File: src/rtl/mult2x2_seq_ctrl.sv
// Digit-serial WIDTH x WIDTH unsigned multiplier built on one external 2x2 core.
// Latency: out_valid rises D*D cycles after the accepting edge; D*D+2 cycles per product unstalled.
// Backpressure: result held in DONE until out_ready; in_ready low from accept until the output handshake.
module mult2x2_seq_ctrl #(
    parameter int WIDTH = 8
) (
    input  logic                 clk,
    input  logic                 rst,
    input  logic                 in_valid,
    output logic                 in_ready,
    input  logic [WIDTH-1:0]     in_a,
    input  logic [WIDTH-1:0]     in_b,
    output logic                 out_valid,
    input  logic                 out_ready,
    output logic [2*WIDTH-1:0]   out_p,
    output logic [1:0]           core_a,
    output logic [1:0]           core_b,
    input  logic [3:0]           core_p,
    output logic                 busy
);

    localparam int D  = WIDTH / 2;
    localparam int CW = $clog2(D);
    localparam int PW = 2 * WIDTH;
    localparam logic [CW-1:0] LAST = CW'(D - 1);

    typedef enum logic [1:0] {IDLE, RUN, DONE} state_t;

    state_t          state;
    logic [WIDTH-1:0] a_reg;
    logic [WIDTH-1:0] b_reg;
    logic [PW-1:0]   acc;
    logic [CW-1:0]   i;
    logic [CW-1:0]   j;

    logic [PW-1:0]   pp_shifted;
    logic [PW-1:0]   acc_next;
    logic [CW:0]     pos_sum;
    logic [CW-1:0]   i_next;
    logic [CW-1:0]   j_next;
    logic            last_pair;

    // Selects 2-bit digit k of an operand.
    function automatic logic [1:0] digit(input logic [WIDTH-1:0] v, input logic [CW-1:0] k);
        logic [WIDTH-1:0] s;
        s = v >> {k, 1'b0};
        return s[1:0];
    endfunction

    // Partial-product alignment, accumulation and next digit-pair indices (j fastest).
    always_comb begin
        pos_sum    = {1'b0, i} + {1'b0, j};
        pp_shifted = PW'(core_p) << {pos_sum, 1'b0};
        acc_next   = acc + pp_shifted;
        last_pair  = (i == LAST) && (j == LAST);
        i_next     = i;
        j_next     = j + CW'(1);
        if (j == LAST) begin
            j_next = '0;
            i_next = i + CW'(1);
        end
    end

    // Controller FSM; every output, including the core digit drive, is registered.
    always_ff @(posedge clk) begin
        if (rst) begin
            state     <= IDLE;
            in_ready  <= 1'b1;
            out_valid <= 1'b0;
            out_p     <= '0;
            acc       <= '0;
            i         <= '0;
            j         <= '0;
            a_reg     <= '0;
            b_reg     <= '0;
            core_a    <= '0;
            core_b    <= '0;
            busy      <= 1'b0;
        end else begin
            case (state)
                IDLE: begin
                    if (in_valid && in_ready) begin
                        a_reg    <= in_a;
                        b_reg    <= in_b;
                        acc      <= '0;
                        i        <= '0;
                        j        <= '0;
                        // Present pair (0,0) in the first RUN cycle.
                        core_a   <= in_a[1:0];
                        core_b   <= in_b[1:0];
                        in_ready <= 1'b0;
                        busy     <= 1'b1;
                        state    <= RUN;
                    end
                end
                RUN: begin
                    acc    <= acc_next;
                    i      <= i_next;
                    j      <= j_next;
                    core_a <= digit(a_reg, i_next);
                    core_b <= digit(b_reg, j_next);
                    if (last_pair) begin
                        out_p     <= acc_next;
                        out_valid <= 1'b1;
                        core_a    <= '0;
                        core_b    <= '0;
                        state     <= DONE;
                    end
                end
                DONE: begin
                    // out_p is left untouched so it survives the handshake.
                    if (out_ready) begin
                        out_valid <= 1'b0;
                        in_ready  <= 1'b1;
                        busy      <= 1'b0;
                        state     <= IDLE;
                    end
                end
                default: begin
                    state <= IDLE;
                end
            endcase
        end
    end

endmodule

File: config.mk
export PLATFORM = sky130hd
export DESIGN_NAME = mult2x2_seq_ctrl
export DESIGN_NICKNAME = d
export VERILOG_FILES = /design/src/rtl/mult2x2_seq_ctrl.sv
export SDC_FILE = /design/constraint.sdc
export NUM_CORES = 1
export LEC_CHECK = 0
export ABC_AREA = 1
export BUFFER_PORTS_ARGS = -buffer_cell sky130_fd_sc_hd__buf_2
export CORE_MARGIN = 2
export CORE_UTILIZATION = 55
export DETAILED_ROUTE_END_ITERATION = 8
export GPL_ROUTABILITY_DRIVEN = 0
export HOLD_SLACK_MARGIN = 0.03
export PLACE_DENSITY = 0.77
export SLEW_MARGIN = 15
export SYNTH_ARGS = -nofsm -noshare
export SYNTH_HDL_FRONTEND = slang
export SYNTH_SLANG_ARGS = --single-unit
File: constraint.sdc
create_clock -name clk -period 7.1 [get_ports clk]
set_clock_uncertainty 0.05 [all_clocks]
set_input_delay 1.065 -clock clk [delete_from_list [all_inputs] [get_ports clk]]
set_output_delay 1.065 -clock clk [all_outputs]
set_load 0.05 [all_outputs]
======== Word level (Yosys, flattened, before mapping) ========
Index checks and enable logic that the tools add are counted.
word-level totals
  input port bits ......................... 24
  bits in registers ....................... 61
  output and inout bits ................... 23
  word-level logic and storage cells ...... 63
operators by class
  muxes and demuxes ....................... 25
  shift-type cells ........................ 3
  reductions and logical operators ........ 12
  eq/ne operators ......................... 7
  $add $sub $neg .......................... 4
operator list
  operator             count
  $pmux 16 s2          1
  $mux 2               10
  $add 16x16->16       1
  $mux 16              1
  $pmux 2 s2           4
  $shl 4x4->16         1
  $shr 8x3->2          2
  $reduce_and 3->1     3
  $eq 2x2->1 const B   3
  $ne 2x2->1 const B   3
  $pmux 1 s2           3
  $pmux 2 s3           1
  $reduce_and 2->1     3
  $reduce_bool 2->1    3
  $mux 1               5
  $add 2x1->2 const B  2
  $add 2x2->3          1
  $eq 2x1->1 const B   1
  $logic_and 1x1->1    2
  $logic_not 2->1      1

======== Depth between registers and ports, before layout ========
Gate-level depths: netlist of run 1.
  depth after elaboration ................. 5
  gate-level depth with buffers ........... 19
  mapped depth without buffers ............ 19

======== Worst setup path after synthesis of run 1 ========
No wires, ideal clock.
  kind .................................... reg2reg
  start ................................... register i[0]
  end ..................................... register out_p[13]
  arrival time ............................ 2.519 ns
  setup slack ............................. 4.422 ns
  stages on the path, launching flop included .. 19
  buffers on the path ..................... 0
  data required time ...................... 6.941 ns
  clock period less this slack ............ 2.678 ns
  setup time .............................. 0.109 ns
  cell sequence ........................... dfxtp_1 > ha_1 > inv_1 > fa_1 > inv_1 > nor2_1 > a31oi_1 > nor2_1 > ha_1 > nand2_1 > inv_1 > nand2_1 > nand2_1 > a21oi_1 > nand3_1 > nand2_1 > nand2_1 > nand2_1 > inv_1
between the ends
  cells in the longest elaborated chain, start to end .. 3
  elaborated cells on any way between the ends .. 6
  those cells by class .................... add/sub (2); eq/ne (1); shift (1); reduce/logical (2)
RTL lines
  element                                                    line    source
  from (decl)                                                33      logic [CW-1:0] i;
  from (signal assigned)                                     98      i <= i_next;
  $add 2x2->3 / $eq 2x2->1 (equally long branches)           52, 55
  $shl 4x4->16 / $logic_and 1x1->1 (equally long branches)   53, 55
  $add 16x16->16 / $reduce_and 2->1 (equally long branches)  n/a
  to (signal assigned)                                       103     out_p <= acc_next;
  to (decl)                                                  15      output logic [2*WIDTH-1:0] out_p,
Parallel ways exist; a longest one is shown, timed or not.
A chain may end at the register's enable or synchronous reset.

======== Final worst setup path of run 1 ========
  start ................................... register i[0]
  end ..................................... register out_p[14]
Same word-level chain as after synthesis.

==> results.py, run 1 <==
metrics = {
    "status": {
        "run_status": "completed",
    },
    "global_route": {
        "grt_pass1_wl_um": 13900,
        "met2_usage": 0.4233,
        "grt_antenna_before_repair": 0,
        "grt_max_degree": 44,
        "track_usage": 0.2451,
        "grt_use_met3": 0.05440,
        "busiest_layer": "met2",
        "overflow": 0,
        "grt_pass1_vias": 3173,
        "grtUsageMet1": 0.2862,
    },
    "route": {
        "drc": 0,
        "vias_per_cell": 5.236,
        "firstDrtPassIters": 6,
        "drtAntennaViolNets": 0,
        "post_drt_wl_per_cell_um": 12.17,
        "wirelength_um": 8102,
        "vias": 3487,
        "drtIter0Drc": 261,
    },
    "floorplanning": {
        "row_count": 29,
        "fp.dieH_um": 83.73,
        "core_area_um2": 6241,
        "start_util": 0.5601,
        "io_pins": 47,
        "dieWidth_um": 83.73,
        "die-area_um2": 7010,
    },
    "yosys": {
        "synth.avg_cell_area_um2": 6.450,
        "synthFlopType": "dfxtp_1",
        "syn_nets": 586,
        "synth_seq_area_share": 0.3493,
        "ys_types": 31,
        "synth_top_area_frac": 0.3493,
        "yosys_register_bits": 61,
        "ys_warn_count": 0,
        "yosys-top-cells-area": "dfxtp_1 (35%), nand2_1 (18%), nor2_1 (8.1%)",
        "synth_area_leader_cell": "dfxtp_1",
        "synthCells": 542,
        "synth_edf_count": 0,
        "syn_area_um2": 3496,
        "synthArstFlopShare": 0,
    },
    "setup_path": {
        "end_kind": "flop",
        "worstSetupPathType": "reg -> reg",
        "worstPathRequired_ps": 7300,
        "cp_max_fo": 7,
        "worstPathArrival_ps": 3360,
        "start_kind": "flop",
    },
    "run": {
        "drv_cap": 0,
    },
    "clock_tree": {
        "cts_tree": "done",
        "ctsHoldBuffers": 0,
        "post_cts_buffers": 0,
        "clk_latency_ps": 350,
        "clk_pin_slew_ps": 70,
        "numCtsBuffers": 9,
        "cts_root_buffer": "clkbuf_8",
        "htreeDepth": 3,
        "cts_resized": 0,
        "clk_path_buf_depth": 2,
        "cts_sinks": 61,
    },
    "power_and_ir_drop": {
        "power.density_nw_per_um2": 203.3,
        "power_leakage_nw": 2.080,
        "vdd_drop_max_mv": 0.1417,
    },
    "sta": {
        "finalSetupTns_ps": 0,
        "hold_slack_ps": 408.9,
        "worst_pin_slew_ps": 810.3,
        "finalCriticalPeriod_ps": 3151,
        "hold_viol_final": 0,
        "drv_slew": 0,
        "setup_violations": 0,
        "fin_crit_sh": 0.4439,
        "max_slew_margin": 0.4598,
        "fmax_ghz": 0.3173,
        "rsz0062_at_grt": "no",
    },
    "final_layout": {
        "drive_gt1_frac": 0.1256,
        "reg.largest.list": "acc: 16 flops, out_p: 16 flops",
        "nNetsFinal": 628,
        "fin_area_um2": 3935,
        "n_antenna_cell": 0,
        "syn2layout_area_growth_pct": 12.56,
    },
    "place": {
        "dp_hpwl_um": 5847,
        "portBuffers": 46,
        "dpl_cell_area_um2": 3736,
    },
    "hold_path": {
        "min_path_type": "reg -> reg",
    },
}
==> per-stage QoR <==
step	power, mW	setup slack, ps	utilization	std cells
floorplan	0.4630	4422	-	542
global placement	0.4881	4133	0.5986	650
detailed placement	0.4915	4045	0.5986	650
CTS	0.8032	4026	0.6305	666
global route	0.8342	3640	0.6305	666
finish	0.7999	3949	0.6305	666
==> critical path, stage by stage, from the launching register on <==
cell	delay, ps
dfxtp_1	420
ha_1	190
inv_1	50
fa_1	520
inv_1	210
nor2_1	70
a31oi_1	240
nor2_1	70
ha_1	360
nand2_1	140
inv_1	50
nand2_1	60
nand2_1	40
a21oi_1	190
nand3_1	130
nand2_1	90
nand2_1	60
nand2_1	80
inv_1	30
==> worst paths after layout <==
| kind | start | to | slack [ps] | cells past startpoint |
|---|---|---|---|---|
| setup reg to reg | i[0]$_SDFFE_PP0P_ | out_p[14]$_SDFFE_PP0P_ | 3950 | 18 |
| hold reg to reg | out_p[0]$_SDFFE_PP0P_ | out_p[0]$_SDFFE_PP0P_ | 410 | 2 |
| hold / removal | out_p[0]$_SDFFE_PP0P_ | out_p[0]$_SDFFE_PP0P_ | 410 | 2 |
| setup / recovery | i[0]$_SDFFE_PP0P_ | out_p[14]$_SDFFE_PP0P_ | 3950 | 18 |
==> layout make-up <==
cell class,instances,area (um^2)
Fill cell,618,2306
Multi-Input combinational cell,391,1903
Timing Repair Buffer,47,237.7
Clock inverter,7,75.07
Tap cell,77,96.34
Sequential cell,61,1221
Clock buffer,9,123.9
Inverter,74,277.8
==> cell usage in the layout, fill, tap and decap left out <==
cell,count
nand3b_1,1
nand3_1,22
o21a_1,1
inv_1,71
or2_1,1
inv_2,3
o31ai_1,1
xor2_1,6
xnor2_1,1
nand2_1,164
o21ai_1,5
clkbuf_8,9
fa_1,2
o21ai_0,25
mux2i_1,1
inv_8,1
buf_4,1
o22ai_1,3
buf_2,46
o21ai_2,2
a21o_1,2
nor3_1,6
clkinvlp_4,2
nor2_1,75
nand2_2,3
a31oi_1,4
clkinv_2,2
ha_1,18
a21oi_1,44
nor3_2,1
bufinv_16,1
nor2_2,1
nor2_4,1
dfxtp_1,61
o21bai_1,1
clkinv_4,1
==> cells in the mapped netlist (5+ instances only) <==
cell type and instances:
a21oi_1 44, buf_2 9, dfxtp_1 61, ha_1 18, inv_1 71, nand2_1 164
nand3_1 22, nor2_1 75, nor3_1 6, o21ai_0 25, o21ai_1 5, xor2_1 6
==> power breakdown <==
group	leakage [nW]	total, mW	internal [mW]	switching [mW]
Clock	0.0971	0.314	0.163	0.151
Sequential	0.496	0.366	0.358	0.00850
Combinational	1.49	0.119	0.0372	0.0819
==> per-layer routing <==
layer | share of wire | up-vias | wire, um
li1 | - | 1786 | -
met1 | 0.42 | 1551 | 3404
met2 | 0.49 | 119 | 3944
met3 | 0.053 | 31 | 433
met4 | 0.039 | 0 | 320
met5 | 0 | - | 0
==> cell families after synthesis <==
logic type,count (synthesis),synth area share
flip-flops,61,0.3493
buffers and inverters,90,0.1063
adder cells (fa/ha/maj),20,0.07588
XOR/XNOR,7,0.01754
AO/OA/AOI/OAI,88,0.1342
multiplexers,1,0.002863
AND/OR/NAND/NOR,275,0.3139
Power figures use the tool's default switching activity.
==> inputs of run 2 (changes only) <==
==> constraint.sdc (replaced) <==
create_clock -name clk -period 3.13 [get_ports clk]
set_clock_uncertainty 0.05 [all_clocks]
set_input_delay 0.4695 -clock clk [delete_from_list [all_inputs] [get_ports clk]]
set_output_delay 0.4695 -clock clk [all_outputs]
set_load 0.05 [all_outputs]
==> run 2 against run 1 <==
Against the previous run:
- routed wire length fell by 2.2%
- largest cell class unchanged
- worst setup slack got worse by 3800 ps
- via count fell by 1.3%
- cell count rose by 0.60%
- clock-buffer cell count rose by 1
- sequential share of layout area fell by 0.24 points
- non-clock buffer count rose by 4
- largest power group unchanged
- combinational power rose by 130%
- register-to-register slack got worse by 3800 ps
- fmax rose by 7.2%
==> results.py, run 2 (synthesis results as in run 1) <==
metrics = {
    "sta": {
        "setup_violations": 0,
        "fin_crit_sh": 0.9389,
        "max_slew_margin": 0.6528,
        "worst_pin_slew_ps": 520.2,
        "rsz0062_at_grt": "no",
        "fmax_ghz": 0.3403,
        "drv_slew": 0,
        "hold_viol_final": 0,
        "finalCriticalPeriod_ps": 2939,
        "finalSetupTns_ps": 0,
    },
    "run": {
        "drv_cap": 0,
    },
    "global_route": {
        "track_usage": 0.2424,
        "grt_antenna_before_repair": 0,
        "grt_max_degree": 43,
        "grt_pass1_vias": 3323,
        "grt_pass1_wl_um": 13970,
        "overflow": 0,
    },
    "route": {
        "drtIter0Drc": 200,
        "wirelength_um": 7924,
        "vias": 3442,
        "vias_per_cell": 5.137,
        "post_drt_wl_per_cell_um": 11.83,
        "drc": 0,
        "drtAntennaViolNets": 0,
        "firstDrtPassIters": 4,
    },
    "status": {
        "run_status": "completed",
    },
    "clock_tree": {
        "clk_pin_slew_ps": 70,
        "clk_path_buf_depth": 2,
        "cts_tree": "done",
        "clk_latency_ps": 350,
        "numCtsBuffers": 9,
        "cts_root_buffer": "clkbuf_8",
        "cts_sinks": 61,
        "htreeDepth": 3,
        "ctsHoldBuffers": 0,
    },
    "power_and_ir_drop": {
        "vdd_drop_max_mv": 0.3112,
        "power_leakage_nw": 2.095,
        "total_power_mw": 1.787,
        "power.density_nw_per_um2": 450.2,
    },
    "final_layout": {
        "syn2layout_area_growth_pct": 13.56,
        "drive_gt1_frac": 0.1400,
        "reg.largest.list": "acc: 16 flops, out_p: 16 flops",
        "final_cell_mix": "nand2_1 (163), nor2_1 (75), inv_1 (70), dfxtp_1 (60), buf_2 (46)",
        "n_antenna_cell": 0,
        "final_common_cell": "nand2_1",
        "layoutNonFillerInstCount": 670,
        "nNetsFinal": 632,
    },
    "place": {
        "post-place-cells": 654,
        "dp_hpwl_um": 5886,
        "portBuffers": 46,
    },
    "floorplanning": {
        "io_pins": 47,
        "core_area_um2": 6241,
        "die-area_um2": 7010,
        "row_count": 29,
        "dieWidth_um": 83.73,
        "start_util": 0.5601,
        "fp.dieH_um": 83.73,
    },
    "setup_path": {
        "cpPeakStageDelay_ps": 480,
        "end_kind": "flop",
        "r2r_cells": 19,
        "crit_start": "i[0]$_SDFFE_PP0P_",
        "worstSetupEndpoint": "out_p[13]$_SDFFE_PP0P_",
        "crit_family": "adder cells",
        "worstSetupPathType": "reg -> reg",
        "critical_path_depth": 19,
        "path_buf_inv": 4,
        "cp_max_fo": 7,
        "crit_slowest_cell": "fa_2",
        "worstPathRequired_ps": 3330,
        "start_kind": "flop",
        "path_common_cell": "nand2_1",
        "worstPathArrival_ps": 3140,
        "rr_endpoint": "out_p[13]$_SDFFE_PP0P_",
        "cp_cell_sequence": "ha_1, inv_1, fa_2, inv_2, nor2_1, a31oi_1, nor2_1, ha_1, nand2_1, inv_1, nand2_1, nor3_1, nand2_1, nand2_1, nand2_1, nand2_1, nand2_1, nand2_1, inv_1",
        "ff2ff_setup_slack_ps": 190,
        "r2r_start": "i[0]$_SDFFE_PP0P_",
    },
    "hold_path": {
        "min_path_type": "in -> reg",
    },
}
## run 2: what timing repair did
action                                  in CTS  in global routing
endpoints found under the setup margin       0                 18
setup buffers                                0                  0
gates resized for setup                      0                  6
## run 2: final cells by class
type	instances	area [um^2]
Multi-Input combinational cell	391	1914
Timing Repair Buffer	51	267.8
Inverter	74	277.8
Clock inverter	6	63.81
Clock buffer	10	127.6
Tap cell	77	96.34
Sequential cell	61	1222
Fill cell	590	2271
## run 2: report_power, final
part	switching [mW]	internal, mW	leakage (nW)
sequential	0.0188	0.812	0.497
combinational	0.183	0.0872	1.51
clock	0.320	0.366	0.0923
## run 2: metrics by stage
| stage | cell area [um^2] | worst slack [ps] | utilization | hold slack [ps] |
|---|---|---|---|---|
| global placement | 3766 | 192.6 | 0.6034 | 376.6 |
| CTS | 3958 | 47.43 | 0.6341 | 266.9 |
| floorplan | 3496 | 452.0 | - | 379.4 |
| detailed placement | 3766 | 104.8 | 0.6034 | 402.7 |
| finish | 3970 | 191.4 | 0.6361 | 277.1 |
| global route | 3970 | 7.798 | 0.6361 | 276.1 |
## run 2: layer usage
metal,up-vias,routed length (um),GRT usage
li1,1786,-,-
met1,1542,3391,0.2750
met2,97,3965,0.4415
met3,17,398,0.04748
met4,0,169,0.09971
met5,-,0,0
## run 2: worst min path at each step
stage                           start                      to  slack [ps]  cells past startpoint
4_1_cts                     out_ready   state[1]$_SDFFE_PP0P_         270                      2
3_3_place_gp   out_valid$_SDFFE_PP0P_  out_valid$_SDFFE_PP0P_         380                      2
6_report                    out_ready   state[1]$_SDFFE_PP0P_         280                      2
2_1_floorplan   a_reg[4]$_SDFFE_PP0P_   a_reg[4]$_SDFFE_PP0P_         380                      2
5_1_grt                     out_ready   state[1]$_SDFFE_PP0P_         280                      2
3_5_place_dp    out_p[2]$_SDFFE_PP0P_   out_p[2]$_SDFFE_PP0P_         400                      2
